`src/rtl/mode_stopwatch_lap.sv`:
```
// Stopwatch mode for the 16x2 LCD path: BCD mm:ss:cc counter with run/pause/idle
// control and a circular lap buffer, returning one ASCII character per index.
module mode_stopwatch_lap #(
    parameter int CLK_HZ    = 50000000,
    parameter int TICK_HZ   = 100,
    parameter int LAP_DEPTH = 4,
    parameter int MAX_MIN   = 59
) (
    input  logic       clk,
    input  logic       rst,
    input  logic [3:0] sw_in,
    input  logic [4:0] index,
    output logic [7:0] out,
    output logic       running,
    output logic [3:0] lap_count,
    output logic       ovf
);
    localparam int DIV = CLK_HZ / TICK_HZ;
    localparam int DIV_W = (DIV > 1) ? $clog2(DIV) : 1;
    localparam int PTR_W = (LAP_DEPTH > 1) ? $clog2(LAP_DEPTH) : 1;
    localparam logic [DIV_W-1:0] DIV_LAST = DIV_W'(DIV - 1);
    localparam logic [PTR_W-1:0] PTR_LAST = PTR_W'(LAP_DEPTH - 1);
    localparam logic [7:0] MAX_M = 8'(((MAX_MIN / 10) << 4) | (MAX_MIN % 10));
    localparam logic [3:0] DEPTH = 4'(LAP_DEPTH);
    localparam logic [7:0] TITLE [10] = '{"S", "t", "o", "p", " ", "W", "a", "t", "c", "h"};
    localparam logic [7:0] LBL_LIVE [4] = '{"T", "I", "M", "E"};
    localparam logic [7:0] LBL_LAP [4] = '{"L", "A", "P", " "};

    typedef enum logic [1:0] {S_IDLE, S_RUN, S_PAUSE} state_t;

    state_t           state_q, state_d;
    logic [3:0]       sw_prev_q;
    logic [DIV_W-1:0] div_q, div_d;
    logic [23:0]      time_q, time_d;
    logic             ovf_q, ovf_d;
    logic [3:0]       cnt_q, cnt_d;
    logic [PTR_W-1:0] wr_ptr_q, wr_ptr_d;
    logic [3:0]       view_q, view_d;
    logic [7:0]       out_q, out_d;
    logic [23:0]      lap_buf_q [LAP_DEPTH];

    logic [3:0]       sw_edge;
    logic             tick, cs_wrap, s_wrap, m_wrap, clr_acc, lap_we;
    logic [7:0]       cs_n, s_n, m_n;
    logic [4:0]       rd_sum;
    logic [PTR_W-1:0] rd_idx;
    logic [23:0]      disp_time;

    function automatic logic [7:0] bcd_inc(input logic [7:0] v);
        if (v[3:0] == 4'd9) return {v[7:4] + 4'd1, 4'd0};
        return {v[7:4], v[3:0] + 4'd1};
    endfunction

    always_comb begin
        sw_edge = sw_in & ~sw_prev_q;
        tick    = (state_q == S_RUN) && (div_q == DIV_LAST);
        cs_wrap = (time_q[7:0] == 8'h99);
        s_wrap  = (time_q[15:8] == 8'h59);
        m_wrap  = (time_q[23:16] == MAX_M);
        cs_n    = cs_wrap ? 8'h00 : bcd_inc(time_q[7:0]);
        s_n     = cs_wrap ? (s_wrap ? 8'h00 : bcd_inc(time_q[15:8])) : time_q[15:8];
        m_n     = (cs_wrap && s_wrap) ? (m_wrap ? 8'h00 : bcd_inc(time_q[23:16])) : time_q[23:16];
        clr_acc = sw_edge[0] && (state_q != S_RUN);
    end

    always_comb begin
        state_d  = state_q;
        div_d    = div_q;
        time_d   = time_q;
        ovf_d    = ovf_q;
        cnt_d    = cnt_q;
        wr_ptr_d = wr_ptr_q;
        view_d   = view_q;
        lap_we   = 1'b0;
        if (clr_acc) begin
            state_d  = S_IDLE;
            div_d    = '0;
            time_d   = '0;
            ovf_d    = 1'b0;
            cnt_d    = '0;
            wr_ptr_d = '0;
            view_d   = '0;
        end else begin
            case (state_q)
                S_RUN:   div_d = tick ? '0 : div_q + DIV_W'(1);
                S_PAUSE: div_d = div_q;
                default: div_d = '0;
            endcase
            if (tick) begin
                time_d = {m_n, s_n, cs_n};
                if (cs_wrap && s_wrap && m_wrap) ovf_d = 1'b1;
            end
            // Lap stores the pre-tick time_q; a full buffer overwrites the oldest slot.
            if (sw_edge[2] && (state_q == S_RUN)) begin
                lap_we   = 1'b1;
                wr_ptr_d = (wr_ptr_q == PTR_LAST) ? '0 : wr_ptr_q + PTR_W'(1);
                if (cnt_q < DEPTH) cnt_d = cnt_q + 4'd1;
            end
            if (sw_edge[1]) begin
                if (state_q == S_RUN) begin
                    state_d = S_PAUSE;
                end else begin
                    state_d = S_RUN;
                    view_d  = '0;
                end
            end else if (sw_edge[3] && (state_q != S_RUN) && (cnt_q != 4'd0)) begin
                view_d = (view_q == cnt_q) ? 4'd0 : view_q + 4'd1;
            end
        end
    end

    // View k maps to the k-th oldest entry; the oldest sits at wr_ptr once the buffer is full.
    always_comb begin
        rd_sum = ((cnt_q < DEPTH) ? 5'd0 : 5'(wr_ptr_q)) + 5'(view_q) - 5'd1;
        if (rd_sum >= 5'(LAP_DEPTH)) rd_sum = rd_sum - 5'(LAP_DEPTH);
        rd_idx    = (view_q == 4'd0) ? '0 : PTR_W'(rd_sum);
        disp_time = (view_q == 4'd0) ? time_q : lap_buf_q[rd_idx];
    end

    always_comb begin
        out_d = 8'h20;
        case (index)
            5'd0, 5'd1, 5'd2, 5'd3, 5'd4,
            5'd5, 5'd6, 5'd7, 5'd8, 5'd9: out_d = TITLE[index[3:0]];
            5'd11: out_d = (view_q != 4'd0) ? 8'h4C : 8'h20;
            5'd12: out_d = (view_q != 4'd0) ? 8'h30 + {4'h0, view_q} : 8'h20;
            5'd14: out_d = (state_q == S_RUN) ? 8'h52 : ((state_q == S_PAUSE) ? 8'h50 : 8'h20);
            5'd15: out_d = ovf_q ? 8'h2A : 8'h20;
            5'd16, 5'd17, 5'd18, 5'd19:
                out_d = (view_q == 4'd0) ? LBL_LIVE[index[1:0]] : LBL_LAP[index[1:0]];
            5'd21: out_d = 8'h30 + {4'h0, disp_time[23:20]};
            5'd22: out_d = 8'h30 + {4'h0, disp_time[19:16]};
            5'd23: out_d = 8'h3A;
            5'd24: out_d = 8'h30 + {4'h0, disp_time[15:12]};
            5'd25: out_d = 8'h30 + {4'h0, disp_time[11:8]};
            5'd26: out_d = 8'h3A;
            5'd27: out_d = 8'h30 + {4'h0, disp_time[7:4]};
            5'd28: out_d = 8'h30 + {4'h0, disp_time[3:0]};
            default: out_d = 8'h20;
        endcase
    end

    always_ff @(posedge clk) begin
        if (rst) begin
            state_q   <= S_IDLE;
            sw_prev_q <= '0;
            div_q     <= '0;
            time_q    <= '0;
            ovf_q     <= 1'b0;
            cnt_q     <= '0;
            wr_ptr_q  <= '0;
            view_q    <= '0;
            out_q     <= 8'h00;
        end else begin
            state_q   <= state_d;
            sw_prev_q <= sw_in;
            div_q     <= div_d;
            time_q    <= time_d;
            ovf_q     <= ovf_d;
            cnt_q     <= cnt_d;
            wr_ptr_q  <= wr_ptr_d;
            view_q    <= view_d;
            out_q     <= out_d;
        end
    end

    always_ff @(posedge clk) begin
        if (!rst && lap_we) lap_buf_q[wr_ptr_q] <= time_q;
    end

    assign out       = out_q;
    assign running   = (state_q == S_RUN);
    assign lap_count = cnt_q;
    assign ovf       = ovf_q;
endmodule

```
`config.mk`:
```
export PLATFORM = sky130hd
export DESIGN_NAME = mode_stopwatch_lap
export DESIGN_NICKNAME = d
export VERILOG_FILES = /design/src/rtl/mode_stopwatch_lap.sv
export SDC_FILE = /design/constraint.sdc
export NUM_CORES = 1
export LEC_CHECK = 0
export ABC_AREA = 1
export CORE_MARGIN = 10
export CORE_UTILIZATION = 38
export CTS_BUF_LIST = sky130_fd_sc_hd__clkbuf_8
export DETAILED_ROUTE_END_ITERATION = 16
export GPL_TIMING_DRIVEN = 0
export PLACE_DENSITY = 0.63
export SLEW_MARGIN = 5
export SYNTH_ARGS = -nofsm -noshare
export SYNTH_HDL_FRONTEND = slang
export SYNTH_SLANG_ARGS = --single-unit
```
`constraint.sdc`:
```
create_clock -name clk -period 2.3 [get_ports clk]
set_clock_uncertainty 0.05 [all_clocks]
set_input_delay 0.345 -clock clk [delete_from_list [all_inputs] [get_ports clk]]
set_output_delay 0.345 -clock clk [all_outputs]
set_load 0.1 [all_outputs]
```
==> summary.txt <==
Run status
  • Status: complete, no violations

STA
  • Slew @ Worst Pin: 0.992 ns
  • RSZ-0062 raised after global routing: true
  • Fmax: 0.446 GHz
  • Tcrit/Tclk final: 97.5%
  • Slew HR: 34.1%
  • Tmin final: 2.24 ns
  • Final hold slack: 0.359 ns
  • Final setup vio count: 0
  • Endpoints failing hold: 0
  • Final slew viol count: 0

Cells and area
  • Final Util: 46.1%
  • Area Overhead vs Synth: 19.4%
  • Share of layout cells above drive strength 1: 13.8%
  • Finished Layout Cells: 1,371
  • Fin nets: 1,118
  • Fillers: 2,111

Power
  • PwrDens: 625 mW/mm2
  • P_int: 4.55 mW
  • Max VDD drop: 0.345 mV
  • Leakage: 4.02 nW
  • Comb power frac: 14.1%
  • Clock Power Share: 36.6%
  • Seq pwr share: 49.3%
  • Psw: 1.72 mW
  • Switching Share: 27.4%

Clock tree
  • CTS Buf Count: 17
  • Clk sinks: 163
  • Clock buffer depth: 2
  • Clk pin slew, worst setup/hold paths: 0.09 ns
  • # hold bufs at CTS: 0
  • Worst-Skew Late Latency: 0.47 ns
  • CTS tree: done
  • Htree depth: 4
  • Root Buffer: clkbuf_8

Floorplanning
  • Die Y: 169 um
  • Die W: 169 um
  • Die Area: 0.0284 mm2
  • Initial Utilization: 38.6%
  • Row count: 54
  • IO Pins: 25
  • Core ar.: 0.0218 mm2

Worst setup path
  • Internal reg-to-reg setup slack: 0.06 ns
  • Critical path arrival: 2.56 ns
  • Worst flop-to-flop path endpoint: out[3]
  • RR Startpoint: lap_count[2]
  • Setup CP Type: flop to flop
  • Setup crit start: lap_count[2]
  • Cell count of the worst reg-to-reg path: 15
  • Startpoint types: flop
  • Worst-path fanout max: 10
  • Worst setup EP type: flop
  • Worst Path Required: 2.62 ns

Synth
  • Syn_area_per_cell: 8.37 um2
  • Most used DFF post-synth: edfxtp_1
  • Largest cells by area after synthesis: edfxtp_1 (34%), dfxtp_1 (16%), nand2_1 (9.3%), nand3_1 (6.0%), inv_1 (5.5%)
  • Most frequent cell after synthesis: nand2_1
  • Synth Register Bits: 163
  • EDFF count, synth: 96
  • Yosys warnings: 0
  • Seq/Total Area, Yosys: 50.3%
  • Netlist cell types: 44
  • Syn Inst Count: 1,004
  • Area leader, netlist: edfxtp_1
  • Post-synth top cells: nand2_1 (208), inv_1 (123), nor2_1 (119), nand3_1 (101), edfxtp_1 (96)
  • Net Count, Synth: 1,045
  • Post-Syn Area: 0.00840 mm2
  • Async SR Flop Fraction: 0%
  • Top cell type's share of synthesized area: 34.3%

Route
  • Remaining DRCs: 0
  • DR WL met3: 2.31 mm
  • M1 wire length: 10.9 mm
  • Met2 wire length: 10.8 mm
  • Starting DRC count in detailed routing: 667
  • DR WL/cell: 17.8 um
  • Vias after detailed routing: 7,157
  • Antenna Nets Post-Route: 0
  • Mean number of vias per cell: 5.22
  • Drt total wl: 24.4 mm
  • First-pass DRT Iterations: 6
  • Highest metal used: met4

Min path
  • Worst Hold End: sw_prev_q[2]
  • Hold WC Path Type: primary input to flop
  • Hold Path Depth: 2
  • Hold path startpoint: rst

Place
  • Cell total after placement: 1,306
  • RePlAce Congestion: 0.880
  • Number of buffers added on ports: 22
  • Post-DP HPWL: 15.9 mm

Global route
  • Overall Global Routing Usage: 16.7%
  • First-pass GRT wire length: 37.0 mm
  • Grt total ovfl: 0
  • Vias in the first global route: 6,624
  • Initial antenna violation count: 0
  • Largest net degree at the start of global routing: 17

Flow run
  • # Max-Cap Violations: 0
-- per-layer routing --
layer | vias to the layer above | track usage, %
met2 | 287 | 25.3
met4 | 0 | 4.01
met1 | 3357 | 23.3
li1 | 3479 | -
met3 | 34 | 4.03
met5 | - | 0
-- cell families (layout without fill, tap and decap cells) --
logic type / after synthesis / in the layout / share of synthesized area (%)
AO/OA/AOI/OAI: 132 / 132 / 8.55
XOR/XNOR: 21 / 21 / 2.19
adder cells (fa/ha/maj): 30 / 30 / 4.47
buffers and inverters: 158 / 240 / 7.70
flip-flops: 163 / 163 / 50.3
other: 1 / 2 / 0.0446
AND/OR/NAND/NOR: 499 / 503 / 26.8
-- cells in the final DEF, fill, tap and decap left out, types with 10 or more instances in the layout --
cell type | netlist | final
nand3b_1 | 10 | 10
inv_1 | 123 | 117
nand4_1 | 16 | 16
dfxtp_1 | 67 | 62
o21ai_0 | 48 | 43
edfxtp_1 | 96 | 96
ha_1 | 30 | 27
a21oi_1 | 58 | 58
xor2_1 | 14 | 14
nand3_1 | 101 | 99
buf_4 | 8 | 28
dlygate4sd2_1 | 0 | 12
nor2_4 | 3 | 14
clkbuf_8 | 0 | 21
nand2_1 | 208 | 204
nor2_1 | 119 | 110
-- how the worst max path moves through the flow --
| stage | slack [ns] | end |
|---|---|---|
| global route | -0.08 | out[2] |
| CTS | -0.001 | out[2] |
| detailed placement | -0.81 | out[5] |
| global placement | -0.84 | out[5] |
| floorplan | 0.05 | lap_buf_q[0][0] |
| finish | 0.06 | out[3] |
-- flip-flops by register name, summed over array words and instances, names as in the netlist --
signal,cells
wr_ptr_q,2
sw_prev_q,4
ovf,1
time_q,24
lap_buf_q,96
state_q,2
view_q,4
out,7
div_q,19
lap_count,4
-- final cells by class --
cell class                      count  area, um2  share of cell area [%]
Multi-Input combinational cell    687       3740                    37.3
Tap cell                          280        350                    3.49
Clock inverter                     11        151                    1.51
Clock buffer                       21        289                    2.88
Buffer                             31        278                    2.77
Sequential cell                   163       4240                    42.2
Inverter                          127        483                    4.82
Antenna cell                        1       2.50                  0.0250
Timing Repair Buffer               50        500                    4.99
-- stage by stage --
step           setup WS, ns  power (mW)  cell area, um2  TNS (ns)
2_1_floorplan        0.0482        3.67            8450         0
3_3_place_gp         -0.837        3.92            9020    -53.86
3_5_place_dp         -0.812        3.92            9020    -54.51
4_1_cts            -0.00141        6.24            9780  -0.00141
5_1_grt             -0.0846        6.49           10000    -0.154
6_report             0.0568        6.26           10000         0
-- worst max-delay path, cell delays in order (launching register included) --
cell	delay (ns)
dfxtp_4	0.38
nor2_4	0.14
inv_2	0.06
nand2_2	0.07
ha_4	0.24
inv_4	0.09
nand2_4	0.11
buf_6	0.18
o21ai_0	0.17
nand2_1	0.07
nand3b_1	0.09
nand3_2	0.11
nor2_4	0.15
nand3_1	0.08
nand2_1	0.08
inv_1	0.05
-- power by group through the flow --
stage / clock (mW) / sequential, mW / combinational, mW
floorplan: 0 / 3.23 / 0.439
global placement: 0 / 3.15 / 0.767
detailed placement: 0 / 3.15 / 0.769
CTS: 2.33 / 3.09 / 0.822
global route: 2.45 / 3.09 / 0.947
finish: 2.29 / 3.09 / 0.885
-- what timing repair did --
action,CTS,global route
pin swaps,9,21
resized for setup,59,44
cloned,4,0
hold endpoints to repair,0,0
endpoints found under the setup margin,128,45
setup buffers,15,13
No activity file was read; power rests on OpenSTA's default activity.
